$ cat src/rtl/alu_rr_arbiter.sv
// Shared ALU with a round-robin front end.
// Requesters are arbitrated, accepted operations run through a 2-stage registered
// pipeline, and each result is returned tagged with the owning requester's index.
module alu_rr_arbiter #(
   parameter int unsigned DATA_WIDTH = 32,
   parameter int unsigned N_REQ      = 4,
   parameter int unsigned ID_WIDTH   = 2
) (
   input  logic                          clk,
   input  logic                          rstn,
   input  logic                          hold,
   input  logic [N_REQ-1:0]              req_valid,
   output logic [N_REQ-1:0]              req_ready,
   input  logic [3*N_REQ-1:0]            req_ctrl,
   input  logic [DATA_WIDTH*N_REQ-1:0]   req_in0,
   input  logic [DATA_WIDTH*N_REQ-1:0]   req_in1,
   output logic [N_REQ-1:0]              resp_valid,
   output logic [ID_WIDTH-1:0]           resp_id,
   output logic [DATA_WIDTH-1:0]         resp_data,
   output logic                          resp_err,
   output logic                          busy
);

   localparam int unsigned CTRL_W = 3;

   // ALU control codes (team standard)
   localparam logic [CTRL_W-1:0] OP_PASS = CTRL_W'(0);
   localparam logic [CTRL_W-1:0] OP_ADD  = CTRL_W'(1);
   localparam logic [CTRL_W-1:0] OP_SUB  = CTRL_W'(2);
   localparam logic [CTRL_W-1:0] OP_EQ   = CTRL_W'(3);
   localparam logic [CTRL_W-1:0] OP_LT   = CTRL_W'(4);
   localparam logic [CTRL_W-1:0] OP_GE   = CTRL_W'(5);

   // Round-robin pointer: index of the most recent winner
   logic [ID_WIDTH-1:0]   ptr_q, ptr_d;

   // Stage 1: accepted operation feeding the ALU
   logic                  s1_valid_q, s1_valid_d;
   logic [CTRL_W-1:0]     s1_ctrl_q, s1_ctrl_d;
   logic [DATA_WIDTH-1:0] s1_in0_q, s1_in0_d;
   logic [DATA_WIDTH-1:0] s1_in1_q, s1_in1_d;
   logic [ID_WIDTH-1:0]   s1_id_q, s1_id_d;

   // Stage 2: registered response
   logic [N_REQ-1:0]      resp_valid_q, resp_valid_d;
   logic [ID_WIDTH-1:0]   resp_id_q, resp_id_d;
   logic [DATA_WIDTH-1:0] resp_data_q, resp_data_d;
   logic                  resp_err_q, resp_err_d;
   logic                  busy_q, busy_d;

   // Arbitration and ALU intermediates
   int unsigned           scan_idx;
   logic                  grant_c;
   logic [ID_WIDTH-1:0]   grant_id_c;
   logic [CTRL_W-1:0]     sel_ctrl_c;
   logic [DATA_WIDTH-1:0] sel_in0_c, sel_in1_c;
   logic                  lt_c;
   logic [DATA_WIDTH-1:0] alu_res_c;
   logic                  alu_err_c;

   // Round-robin search starting just after the last winner, suppressed by hold
   always_comb begin
      grant_c    = 1'b0;
      grant_id_c = ptr_q;
      scan_idx   = 0;
      if (!hold) begin
         for (int unsigned k = 1; k <= N_REQ; k++) begin
            scan_idx = (32'(ptr_q) + k) % N_REQ;
            if (!grant_c && req_valid[ID_WIDTH'(scan_idx)]) begin
               grant_c    = 1'b1;
               grant_id_c = ID_WIDTH'(scan_idx);
            end
         end
      end
   end

   // One-hot accept to the winner; winner only exists when its valid is high
   always_comb begin
      req_ready = '0;
      if (grant_c) begin
         req_ready[grant_id_c] = 1'b1;
      end
   end

   // Pick the winner's payload out of the flattened request buses
   always_comb begin
      sel_ctrl_c = req_ctrl[grant_id_c*CTRL_W +: CTRL_W];
      sel_in0_c  = req_in0[grant_id_c*DATA_WIDTH +: DATA_WIDTH];
      sel_in1_c  = req_in1[grant_id_c*DATA_WIDTH +: DATA_WIDTH];
   end

   // Pointer update and stage-1 load on a transfer; payload holds when idle
   always_comb begin
      ptr_d      = ptr_q;
      s1_valid_d = grant_c;
      s1_ctrl_d  = s1_ctrl_q;
      s1_in0_d   = s1_in0_q;
      s1_in1_d   = s1_in1_q;
      s1_id_d    = s1_id_q;
      if (grant_c) begin
         ptr_d     = grant_id_c;
         s1_ctrl_d = sel_ctrl_c;
         s1_in0_d  = sel_in0_c;
         s1_in1_d  = sel_in1_c;
         s1_id_d   = grant_id_c;
      end
   end

   // ALU datapath driven by stage 1; codes 6 and 7 are flagged illegal
   always_comb begin
      alu_res_c = '0;
      alu_err_c = 1'b0;
      lt_c      = $signed(s1_in0_q) < $signed(s1_in1_q);
      case (s1_ctrl_q)
         OP_PASS: alu_res_c = s1_in0_q;
         OP_ADD:  alu_res_c = s1_in0_q + s1_in1_q;
         OP_SUB:  alu_res_c = s1_in0_q - s1_in1_q;
         OP_EQ:   alu_res_c = DATA_WIDTH'(s1_in0_q == s1_in1_q);
         OP_LT:   alu_res_c = DATA_WIDTH'(lt_c);
         OP_GE:   alu_res_c = DATA_WIDTH'(!lt_c);
         default: alu_err_c = 1'b1;
      endcase
   end

   // Stage 2: one-cycle strobe to the owner; data/id hold between results
   always_comb begin
      resp_valid_d = '0;
      resp_err_d   = 1'b0;
      resp_id_d    = resp_id_q;
      resp_data_d  = resp_data_q;
      if (s1_valid_q) begin
         resp_valid_d[s1_id_q] = 1'b1;
         resp_id_d             = s1_id_q;
         resp_err_d            = alu_err_c;
         resp_data_d           = alu_err_c ? '0 : alu_res_c;
      end
      busy_d = s1_valid_d | (|resp_valid_d);
   end

   // State registers; reset discards everything in flight
   always_ff @(posedge clk or negedge rstn) begin
      if (!rstn) begin
         ptr_q        <= ID_WIDTH'(N_REQ - 1);
         s1_valid_q   <= 1'b0;
         s1_ctrl_q    <= '0;
         s1_in0_q     <= '0;
         s1_in1_q     <= '0;
         s1_id_q      <= '0;
         resp_valid_q <= '0;
         resp_id_q    <= '0;
         resp_data_q  <= '0;
         resp_err_q   <= 1'b0;
         busy_q       <= 1'b0;
      end else begin
         ptr_q        <= ptr_d;
         s1_valid_q   <= s1_valid_d;
         s1_ctrl_q    <= s1_ctrl_d;
         s1_in0_q     <= s1_in0_d;
         s1_in1_q     <= s1_in1_d;
         s1_id_q      <= s1_id_d;
         resp_valid_q <= resp_valid_d;
         resp_id_q    <= resp_id_d;
         resp_data_q  <= resp_data_d;
         resp_err_q   <= resp_err_d;
         busy_q       <= busy_d;
      end
   end

   assign resp_valid = resp_valid_q;
   assign resp_id    = resp_id_q;
   assign resp_data  = resp_data_q;
   assign resp_err   = resp_err_q;
   assign busy       = busy_q;

endmodule
$ cat config.mk
export PLATFORM = sky130hd
export DESIGN_NAME = alu_rr_arbiter
export DESIGN_NICKNAME = d
export VERILOG_FILES = /design/src/rtl/alu_rr_arbiter.sv
export SDC_FILE = /design/constraint.sdc
export NUM_CORES = 1
export LEC_CHECK = 0
export CAP_MARGIN = 0
export CORE_ASPECT_RATIO = 0.75
export CORE_MARGIN = 5
export CORE_UTILIZATION = 45
export DETAILED_ROUTE_END_ITERATION = 10
export GPL_ROUTABILITY_DRIVEN = 0
export PLACE_DENSITY = 0.76
export REMOVE_ABC_BUFFERS = 1
export SETUP_SLACK_MARGIN = 0.1
export SLEW_MARGIN = 20
export SYNTH_ARGS = -nofsm -noshare
export SYNTH_HDL_FRONTEND = slang
export SYNTH_SLANG_ARGS = --single-unit
$ cat constraint.sdc
create_clock -name clk -period 9.3 [get_ports clk]
set_input_delay 0.93 -clock clk [delete_from_list [all_inputs] [get_ports clk]]
set_output_delay 0.93 -clock clk [all_outputs]
set_load 0.05 [all_outputs]
==> metrics, run 1 <==
NetSw=2.76 mW; RSZ-0062 raised after global routing=no; Layout Utilization=61.9%; die area=0.0257 mm^2; critical path endpoint category=output port; min-delay src=s1_id_q[0]; CP max FO=36; Root Buffer=clkbuf_16; Slew Viols, Final=0; drt drc=0; Skew-Pair Late Insertion Delay=0.36 ns; status=complete, no violations; worst-case reg-to-reg path depth=12; Vias/cell=6.03; area of the multi-input gates=0.00671 mm^2; Post-synth EDFFs=0; Ports=319; Cells after Synth=1180; worst endpoint required time=8.37 ns; register clock-pin slew on the reported worst setup and hold paths=0.08 ns; CTS sink cnt=112; Final Power=5.19 mW; I/O Buffers=318; post-synth top area share=27.1%; final setup vio count=0; FF+latch count, synth=112; CTS tree=done; clk buf depth=2; # fillers=1937; most area-consuming cells after synthesis=dfrtp_1 27%, ha_1 7.7%, mux2_2 7.4%; total track usage=25.3%; Final ANT Viol Nets=0; hold endpoint=resp_valid[2]; Internal=2.43 mW; FFs w/ async S/R, synth=100%; clock buffer count from CTS=9; H-tree depth=3; Lkg Pwr=5.63 nW; fmax=0.177 GHz; Area growth syn-to-layout=34.9%; PD cells=378 mW/mm^2; Core Area=0.0222 mm^2; synth warn=0; sequential power share=18.2%; DRT Wirelength=34.1 mm; endpoints failing hold=0; Final Cycle Share=60.7%; top_reg_cell synth=dfrtp_1; Starting Density=45.9%; post-DP HPWL=26.2 mm; vias=10500; Layout Nets=1773; largest net degree at the start of global routing=76; Syn Area/Cell=8.62 um^2; gr ovfl total=0; CTS Hold Buffers Added=0; Rows=47; n_diodes=0; first-pass GRT wire length=53.3 mm; Initial DRT Pass Iterations=5; Synth cell types=90; Worst R2R End=resp_data[24]; combinational share of power=74.2%; initial antenna violation count=0; Seq. cell area=0.00281 mm^2; min Tclk post-route=5.65 ns; DR WL/cell=19.7 um; number of global-route vias before repair=10000; R2R Path Start=s1_in0_q[0]; Switching Fraction=53.2%; layout cells sized above 1=8.97%; CP startpoint kind=input pin; Synth Cell Area=0.0102 mm^2; slew margin rel.=27.9%; VDD IR max=0.170 mV; Slew @ Worst Pin=1.08 ns; post-CTS setup buffer count=0; worst-case clock skew=0.00842 ns; Reg2Reg Setup Slack=5.57 ns; cts repair resizes=0; setup_tns=0 ns; die width=184 um; Worst Hold Class=reg -> reg; WHS Path Cells=1; max cap viols=0; Synth top cells by count=110 x dfrtp_1, 104 x o21ai_0, 85 x a22oi_1; Arr. time, crit path=4.72 ns; starting DRC count in detailed routing=937; Die Span Y=140 um; register area share after synthesis=27.6%; Yosys top cell by area=dfrtp_1; Clk pwr share=7.6%; cell with the most instances after synthesis=dfrtp_1; critical path type=in -> out
## worst max-delay path, cell delays in order
cell	delay (ns)
clkdlybuf4s50_1	0.53
or3b_1	0.37
a211o_1	0.30
a21oi_1	0.14
nor2_1	0.09
and3_1	0.18
xnor2_2	0.31
nand2_2	0.47
buf_4	0.42
nor2_1	0.13
clkdlybuf4s50_1	0.83
## kinds of logic after synthesis
group	Yosys count	share of synthesized area, %
xor+xnor	16	1.45
mux	137	14.3
fa+ha+maj	65	8.14
compound gates	447	30.3
buf+inv	165	6.76
flops	112	27.6
simple gates	238	11.5
## stage by stage
stage | hold slack (ns) | std cells | setup slack [ns] | area (um^2)
2_1_floorplan | 0.444 | 1095 | 2.87 | 9780
3_3_place_gp | 0.472 | 1716 | 3.73 | 13400
3_5_place_dp | 0.473 | 1716 | 3.66 | 13400
4_1_cts | 0.484 | 1732 | 3.63 | 13700
5_1_grt | 0.507 | 1732 | 3.41 | 13700
6_report | 0.489 | 1732 | 3.65 | 13700
## layout make-up
cell class                 count  share of cell area [%]
clock buffer                  10                    1.74
sequential                   112                    20.4
tap                          294                    2.68
timing repair buffer         327                    23.7
clock inverter                 6                   0.374
multi-input combinational    903                    48.9
inverter                      80                    2.19
## worst max-delay path by stage
stage / start / end / slack (ns) / cells past startpoint
after CTS: req_valid[2] / req_ready[3] / 3.63 / 11
after global placement: req_valid[2] / req_ready[3] / 3.73 / 11
after floorplan: req_valid[3] / req_ready[0] / 2.87 / 8
final: req_valid[2] / req_ready[3] / 3.65 / 11
after detailed placement: req_valid[2] / req_ready[3] / 3.66 / 11
after global routing: req_valid[2] / req_ready[3] / 3.41 / 11
## cells in the final DEF, fill, tap and decap left out, types with 6 or more instances in the layout
cell type          n
o211ai_1           8
o21ai_0          104
mux2_2            67
a21oi_1           79
a211oi_1           6
inv_1             78
o21ai_1           12
clkdlybuf4s50_1  317
and3_1            11
xnor2_1           14
nor2_1            76
a21o_1             7
a221oi_1          10
buf_4             10
o221ai_1          12
mux2i_1           70
o2bb2ai_1         14
nor2b_1            6
or3_1              7
dfrtp_1          110
nand4_1            7
a221o_1           13
nand2_1           46
clkbuf_16          9
nand3_1           14
o22ai_1            6
a22oi_1           85
o21bai_1          12
nor3_1            19
nand2b_1          16
nor4_1             7
o31ai_1            7
ha_1              63
## power by group through the flow
stage / logic [mW] / clock network [mW] / registers (mW)
detailed placement: 3.76 / 0 / 0.953
floorplan: 2.58 / 0 / 1.09
global placement: 3.70 / 0 / 0.943
finish: 3.85 / 0.393 / 0.945
CTS: 3.78 / 0.402 / 0.945
global route: 4.19 / 0.422 / 0.977
## state kept, by name, summed over array words and instances, names as in the netlist
register    cells
s1_valid_q      1
s1_id_q         2
s1_in0_q       32
resp_data      32
s1_in1_q       32
resp_id         2
resp_valid      4
s1_ctrl_q       3
resp_err        1
busy            1
ptr_q           2
## layer usage
metal	global-route usage, %	routed length [um]	vias to the layer above
met1	35.4	15100	4897
met2	38.7	14800	569
li1	-	-	4951
met3	7.72	3780	35
met5	0	0	-
met4	5.37	502	0
Note: power is estimated with default switching activity, not from simulation.
==> inputs of run 2 (changes only) <==
- clock period: 9.3 -> 5.5 ns (I/O delays scaled with it)
==> run 2 against run 1 <==
Effect of this change: sequential share of layout area barely moved; sequential cell count did not move; core utilization grew 0.13 points; routed wire length is 1.8% higher; setup slack worse by 2.5 ns; design area is 0.21% higher; critical path depth shrank 1; largest power group unchanged; highest routed layer unchanged.
==> metrics, run 2 (same netlist as run 1, synthesis figures left out) <==
H-tree depth=3; Switching Fraction=53.0%; Seq. cell area=0.00281 mm^2; area of the multi-input gates=0.00671 mm^2; die width=184 um; NetSw=4.69 mW; die area=0.0257 mm^2; Final ANT Viol Nets=0; first-pass GRT wire length=54.0 mm; Root Buffer=clkbuf_16; worst-case clock skew=0.00615 ns; Vias/cell=6.11; post-CTS setup buffer count=0; sequential power share=18.2%; total track usage=25.8%; Final Cycle Share=79.4%; Slew @ Worst Pin=1.11 ns; critical path endpoint category=output port; clk buf depth=2; final setup vio count=0; drt drc=0; Initial DRT Pass Iterations=6; Clk pwr share=8.0%; largest net degree at the start of global routing=75; Final Power=8.85 mW; Internal=4.15 mW; # fillers=1945; cts repair resizes=0; CP max FO=5; vias=10600; Area growth syn-to-layout=35.2%; Lkg Pwr=5.65 nW; max cap viols=0; worst-path cell chain=clkdlybuf4s50_1 > or3b_1 > a211o_1 > a21oi_1 > nor2_1 > and3_1 > xnor2_2 > nand2_2 > nor2_1 > clkdlybuf4s50_1; Core Area=0.0222 mm^2; PD cells=643 mW/mm^2; VDD IR max=0.412 mV; fin worst setup slack=1.13 ns; status=complete, no violations; Starting Density=45.9%; gr ovfl total=0; Ports=319; Slew Viols, Final=0; most common cell after layout, fill and taps aside=clkdlybuf4s50_1; n_diodes=0; Layout Nets=1774; Arr. time, crit path=3.82 ns; fmax=0.229 GHz; CTS sink cnt=112; Worst Hold Class=in -> async; combinational share of power=73.8%; pre-CTS setup slack=1.15 ns; slowest CP cell=clkdlybuf4s50_1; worst endpoint required time=4.95 ns; DRT Wirelength=34.7 mm; most frequent cells in the layout=317 x clkdlybuf4s50_1, 110 x dfrtp_1, 104 x o21ai_0; CTS Hold Buffers Added=0; register clock-pin slew on the reported worst setup and hold paths=0.08 ns; critical path type=in -> out; Die Span Y=140 um; DR WL/cell=20.0 um; CTS tree=done; CP startpoint kind=input pin; Largest stage delay, worst path=0.89 ns; RSZ-0062 raised after global routing=no; clock buffer count from CTS=9; initial antenna violation count=0; I/O Buffers=318; post-DP HPWL=26.7 mm; slew margin rel.=26.0%; layout cells sized above 1=9.03%; Skew-Pair Late Insertion Delay=0.37 ns; endpoints failing hold=0; min Tclk post-route=4.37 ns; starting DRC count in detailed routing=871; number of global-route vias before repair=10100; Rows=47
run 2: metal layers:
layer  global-route usage (%)  share of wire (%)  vias up
met1                     36.7                 44     5027
met5                        0                  0        -
li1                         -                  -     4959
met2                     39.5                 43      569
met4                     5.53                1.4        0
met3                     6.95                 11       42
run 2: final timing paths:
path | start | end | slack (ns) | cells past startpoint
setup / recovery | req_valid[2] | req_ready[3] | 1.13 | 10
hold / removal | rstn | s1_in0_q[12] | 0.21 | 1
setup reg to reg | s1_in0_q[0] | resp_data[24] | 1.76 | 12
hold reg to reg | s1_id_q[0] | resp_valid[2] | 0.49 | 1
max in group asynchronous | rstn | s1_in0_q[31] | 4.05 | 2
min in group clk | s1_id_q[0] | resp_valid[2] | 0.49 | 1
run 2: metrics by stage:
step,std cells,util [%],area [um^2],setup TNS [ns],hold slack [ns]
4_1_cts,1733,62.0,13800,0,0.225
6_report,1733,62.0,13800,0,0.207
3_5_place_dp,1717,60.6,13400,0,0.467
2_1_floorplan,1095,-,9780,-0.173,0.254
5_1_grt,1733,62.0,13800,0,0.277
3_3_place_gp,1717,60.6,13400,0,0.468
run 2: area by class of cell:
| type | instances | share of cell area [%] |
|---|---|---|
| Clock buffer | 9 | 1.64 |
| Clock inverter | 7 | 0.628 |
| Inverter | 80 | 2.18 |
| Multi-Input combinational cell | 903 | 48.8 |
| Sequential cell | 112 | 20.4 |
| Tap cell | 294 | 2.68 |
| Timing Repair Buffer | 328 | 23.7 |
run 2: worst max-delay path, delay by kind of cell:
kind            cells  cell delay (ns)
buf+inv             2             1.43
simple gates        5             1.08
compound gates      2             0.44
xor+xnor            1             0.31
run 2: power by group through the flow:
stage               combinational (mW)  sequential [mW]  clock [mW]
floorplan                         4.36             1.85           0
global placement                  6.26             1.60           0
detailed placement                6.36             1.62           0
CTS                               6.40             1.61       0.728
global route                      7.09             1.66       0.766
finish                            6.53             1.61       0.707
==> inputs of run 3 (changes only) <==
- CORE_UTILIZATION: 45 -> 44
- PLACE_DENSITY: 0.76 -> 0.77
- clock period: 5.5 -> 3.6 ns (I/O delays scaled with it)
==> run 3 against run 2 <==
Effect of this change: non-clock buffer count increased by 25; register-to-register slack worse by 1.5 ns; global-route usage up 0.084 points; sequential share of layout area decreased by 0.40 points; clock-buffer cell count rose by 1; clock skew grew 0.0016 ns; power is 57% higher; first-iteration DRC count increased by 10%; via count increased by 0.48%; critical path type is now reg -> reg; largest cell class unchanged; highest routed layer unchanged.
==> metrics, run 3 (same netlist as run 1, synthesis figures left out) <==
Final ANT Viol Nets=0; post-CTS setup buffer count=0; worst endpoint required time=3.85 ns; Ports=319; Reg2Reg Setup Slack=0.24 ns; RSZ-0062 raised after global routing=no; Layout Utilization=61.3%; Core Area=0.0229 mm^2; endpoints failing hold=0; Slew Viols, Final=0; most common cell after layout, fill and taps aside=clkdlybuf4s50_1; first-pass GRT wire length=55.2 mm; post-DP HPWL=27.3 mm; max cap viols=0; vias=10600; clk buf depth=2; gr ovfl total=0; Final Power=13.9 mW; starting DRC count in detailed routing=959; final setup vio count=0; most frequent cells in the layout=313 x clkdlybuf4s50_1, 110 x dfrtp_1, 104 x o21ai_0; initial antenna violation count=0; total track usage=25.9%; Starting Density=44.5%; critical path type=reg -> reg; DRT Wirelength=35.4 mm; Arr. time, crit path=3.61 ns; CTS Hold Buffers Added=0; Rows=48; CP max FO=4; fmax=0.297 GHz; VDD IR max=0.388 mV; CTS tree=done; Vias/cell=6.04; min Tclk post-route=3.36 ns; largest net degree at the start of global routing=69; status=complete, no violations; Final Cycle Share=93.4%; Area growth syn-to-layout=37.9%; PD cells=990 mW/mm^2; Root Buffer=clkbuf_16; number of global-route vias before repair=10400; Initial DRT Pass Iterations=8; worst-case reg-to-reg path depth=12; setup_tns=0 ns; Worst Hold Class=in -> async; DR WL/cell=20.1 um; Lkg Pwr=5.80 nW; CP startpoint kind=flip-flop; cts repair resizes=0; clock buffer count from CTS=9; die area=0.0263 mm^2; CTS sink cnt=112; Layout Nets=1799; layout cells sized above 1=10.9%; drt drc=0; Die Span Y=142 um; H-tree depth=3; Worst R2R End=resp_data[24]; I/O Buffers=318; R2R Path Start=s1_in0_q[0]; die width=186 um; Slew @ Worst Pin=0.858 ns; n_diodes=0; Skew-Pair Late Insertion Delay=0.36 ns; slew margin rel.=42.8%; register clock-pin slew on the reported worst setup and hold paths=0.08 ns; critical path endpoint category=flip-flop; worst-case clock skew=0.00773 ns
==> run 3: changes by cell type in the layout (fill, tap and decap cells not counted), moves of 2 or more <==
| cell | change |
|---|---|
| buf_12 | +7 |
| buf_4 | +22 |
| inv_8 | -2 |
| clkdlybuf4s50_1 | -4 |
==> run 3: critical path, cell delays in order (launching register included) <==
cell,delay (ns)
dfrtp_1,0.40
inv_1,0.07
ha_1,0.23
fa_1,0.42
and2b_1,0.24
o2111ai_1,0.18
a31oi_2,0.24
o21ai_1,0.13
o31a_1,0.33
o21ba_2,0.25
o41ai_1,0.33
o211ai_1,0.13
a221o_1,0.31
==> run 3: final cells by class <==
type	instances	area, um^2
fill	1941	8860
inverter	80	300
clock inverter	6	68.8
sequential	112	2810
tap	300	375
timing repair buffer	353	3520
multi-input combinational	903	6730
clock buffer	10	229
==> run 3: through the flow <==
| step | instance area (um^2) | worst slack [ns] | instances | hold slack [ns] |
|---|---|---|---|---|
| after floorplan | 9780 | -1.72 | 1095 | 0.0644 |
| final | 14000 | 0.237 | 1764 | 0.0980 |
| after global routing | 14000 | 0.137 | 1764 | 0.170 |
| after global placement | 13700 | 0.320 | 1748 | 0.464 |
| after detailed placement | 13700 | 0.214 | 1748 | 0.467 |
| after CTS | 14000 | 0.228 | 1764 | 0.129 |
==> run 3: metal layers <==
layer	part of all wire, %	wire length [um]	vias up	GRT usage [%]
met2	43	15100	606	39.6
li1	-	-	5014	-
met4	1.6	582	0	5.29
met1	43	15200	4979	36.4
met5	0	0	-	0
met3	13	4480	49	8.05
==> run 3: how the worst max path moves through the flow <==
stage,startpoint,to,slack [ns],cells past startpoint
finish,s1_in0_q[0],resp_data[24],0.24,12
CTS,s1_in0_q[0],resp_data[24],0.23,12
detailed placement,req_valid[3],s1_in1_q[11],0.21,11
global route,s1_in0_q[0],resp_data[24],0.14,12
global placement,req_valid[2],s1_in0_q[12],0.32,11
floorplan,ptr_q[0],req_ready[0],-1.72,8
==> run 3: where the power goes <==
group,internal (mW),switching (mW),total [mW]
Clock,0.547,0.498,1.04
Sequential,1.83,0.603,2.44
Combinational,4.22,6.17,10.4
==> edit (flow settings as in run 2) <==
Change the parameter `N_REQ` from 4 to 5.
--- a/src/rtl/alu_rr_arbiter.sv
+++ b/src/rtl/alu_rr_arbiter.sv
@@ -5,3 +5,3 @@
    parameter int unsigned DATA_WIDTH = 32,
-   parameter int unsigned N_REQ      = 4,
+   parameter int unsigned N_REQ      = 5,
    parameter int unsigned ID_WIDTH   = 2
Interface: changed (6 resized); port bits go from 319 to 389. The function was not compared with the original's and may differ.
==> edit against run 2 <==
Synthesized cell count rose by 39%; combinational power increased by 44%; routed wire length is 37% higher; sequential cell count shrank 2; area after synthesis is 24% higher; total power up 34%; worst setup slack lost 0.83 ns; non-clock buffer count increased by 12; highest routed layer unchanged; register-to-register slack worse by 0.84 ns; clock skew increased by 0.0044 ns; critical path depth is 2 higher; critical path type is now reg2out; cell area up 17%.
==> edit: results (changes against run 2) <==
Outcome -> completed (unchanged)
Adder-Cell Fraction of Synth Area -> 6.989% (was 8.143%)
Via-to-Cell Ratio -> 6.473 (was 6.115)
Grt met2 use -> 43.92% (was 39.51%)
Final Cycle Share -> 94.54% (was 79.40%)
Layout cell share with drive strength beyond 1 -> 4.198% (was 9.034%)
Layout fillers -> 2516 (was 1945)
Final std cells w/o fill -> 2215 (was 1733)
Hold Crit Class -> in2async (unchanged)
Largest net degree at the start of global routing -> 72 (was 75)
Pleak -> 6.661 nW (was 5.650 nW)
First-pass GRT wire length -> 74.05 mm (was 54.01 mm)
YS warnings -> 0 (unchanged)
Vias in the first global route -> 13660 (was 10060)
Skew final -> 0.01054 ns (was 0.006148 ns)
Gr usage total -> 28.71% (was 25.82%)
Port-buffer cells -> 318 (unchanged)
GR Layer Usage met3 -> 5.554% (was 6.947%)
Nets -> 2265 (was 1774)
Worst Path Arrival -> 4.65 ns (was 3.82 ns)
Critical path startpoint -> s1_id_q[1] (was req_valid[2])
Synth Instances -> 1644 (was 1180)
WL met1 -> 20.74 mm (was 15.29 mm)
R2R setup slack -> 0.92 ns (was 1.76 ns)
CP max stage cell -> dfrtp_4 (was clkdlybuf4s50_1)
Post-Synth XOR/XNOR Area -> 0.8463% (was 1.451%)
CTS Buf Count -> 9 (unchanged)
Clk pin slew, worst setup/hold paths -> 0.08 ns (about the same)
Compound-gate portion of the synthesized area -> 36.19% (was 30.31%)
Drt pass-1 iters -> 8 (was 6)
WL met2 -> 21.05 mm (was 15.07 mm)
Pre-CTS setup slack -> 0.7756 ns (was 1.153 ns)
Drt total wl -> 47.44 mm (was 34.73 mm)
Worst Path Max Fanout -> 47 (was 5)
Critical Path Sink -> req_ready[2] (was req_ready[3])
Peak supply drop -> 0.8970 mV (was 0.4124 mV)
Post-DP HPWL -> 34.50 mm (was 26.75 mm)
Final hold slack -> 0.3161 ns (was 0.2074 ns)
Synth cell count leaders -> a21oi_1, nand2_1, mux2i_1, dfrtp_1, o22ai_1 (was dfrtp_1, o21ai_0, a22oi_1, a21oi_1, inv_1)
Reg2Reg Depth -> 14 (was 12)
Placed Area -> 15780 sq um (was 13440 sq um)
Highest metal used -> met4 (unchanged)
CP max stage delay -> 0.73 ns (was 0.89 ns)
Slew HR -> 33.57% (was 26.04%)
Ant. Diodes -> 0 (unchanged)
Cell variety after synth -> 75 (was 90)
WL met3 -> 4.566 mm (was 3.873 mm)
Placed cells -> 2199 (was 1717)
Reg2reg end -> s1_in1_q[17] (was resp_data[24])
GR Layer Usage met1 -> 41.82% (was 36.74%)
Register area share after synthesis -> 21.90% (was 27.58%)
CP delay by family, top -> compound AO/OA/AOI/OAI gates (was buffers and inverters)
Initial antenna violation count -> 0 (unchanged)
Synth top area cells -> dfrtp_1, mux2i_1, a21oi_1 (was dfrtp_1, ha_1, mux2_2)
Mux cell area share after synthesis -> 12.97% (was 14.31%)
Net Sw Frac -> 55.65% (was 53.04%)
Initial DRC count -> 1771 (was 871)
## edit: cell types whose count changed after synthesis, moves of 58 or more
cell	change
a21oi_1	+144
a22o_1	+63
a22oi_1	-78
mux2_2	-58
mux2i_1	+76
nand2_1	+106
o211ai_1	+67
o21ai_0	-64
o22ai_1	+101
## edit: area by class of cell
| type | instances | area (sq um) | share of cell area, % |
|---|---|---|---|
| Multi-Input combinational cell | 1314 | 8914 | 55.41 |
| Timing Repair Buffer | 340 | 3368 | 20.94 |
| Sequential cell | 110 | 2756 | 17.14 |
| Tap cell | 357 | 446.7 | 2.777 |
| Inverter | 78 | 292.8 | 1.820 |
| Clock buffer | 10 | 229.0 | 1.423 |
| Clock inverter | 6 | 78.83 | 0.4900 |
## edit: power groups by stage
stage          Combinational, mW  Clock (mW)  Sequential [mW]
2_1_floorplan               6.06           0             2.04
3_3_place_gp                8.96           0             1.67
3_5_place_dp                9.15           0             1.69
4_1_cts                     9.19       0.724             1.67
5_1_grt                     10.2       0.752             1.74
6_report                    9.41       0.713             1.69
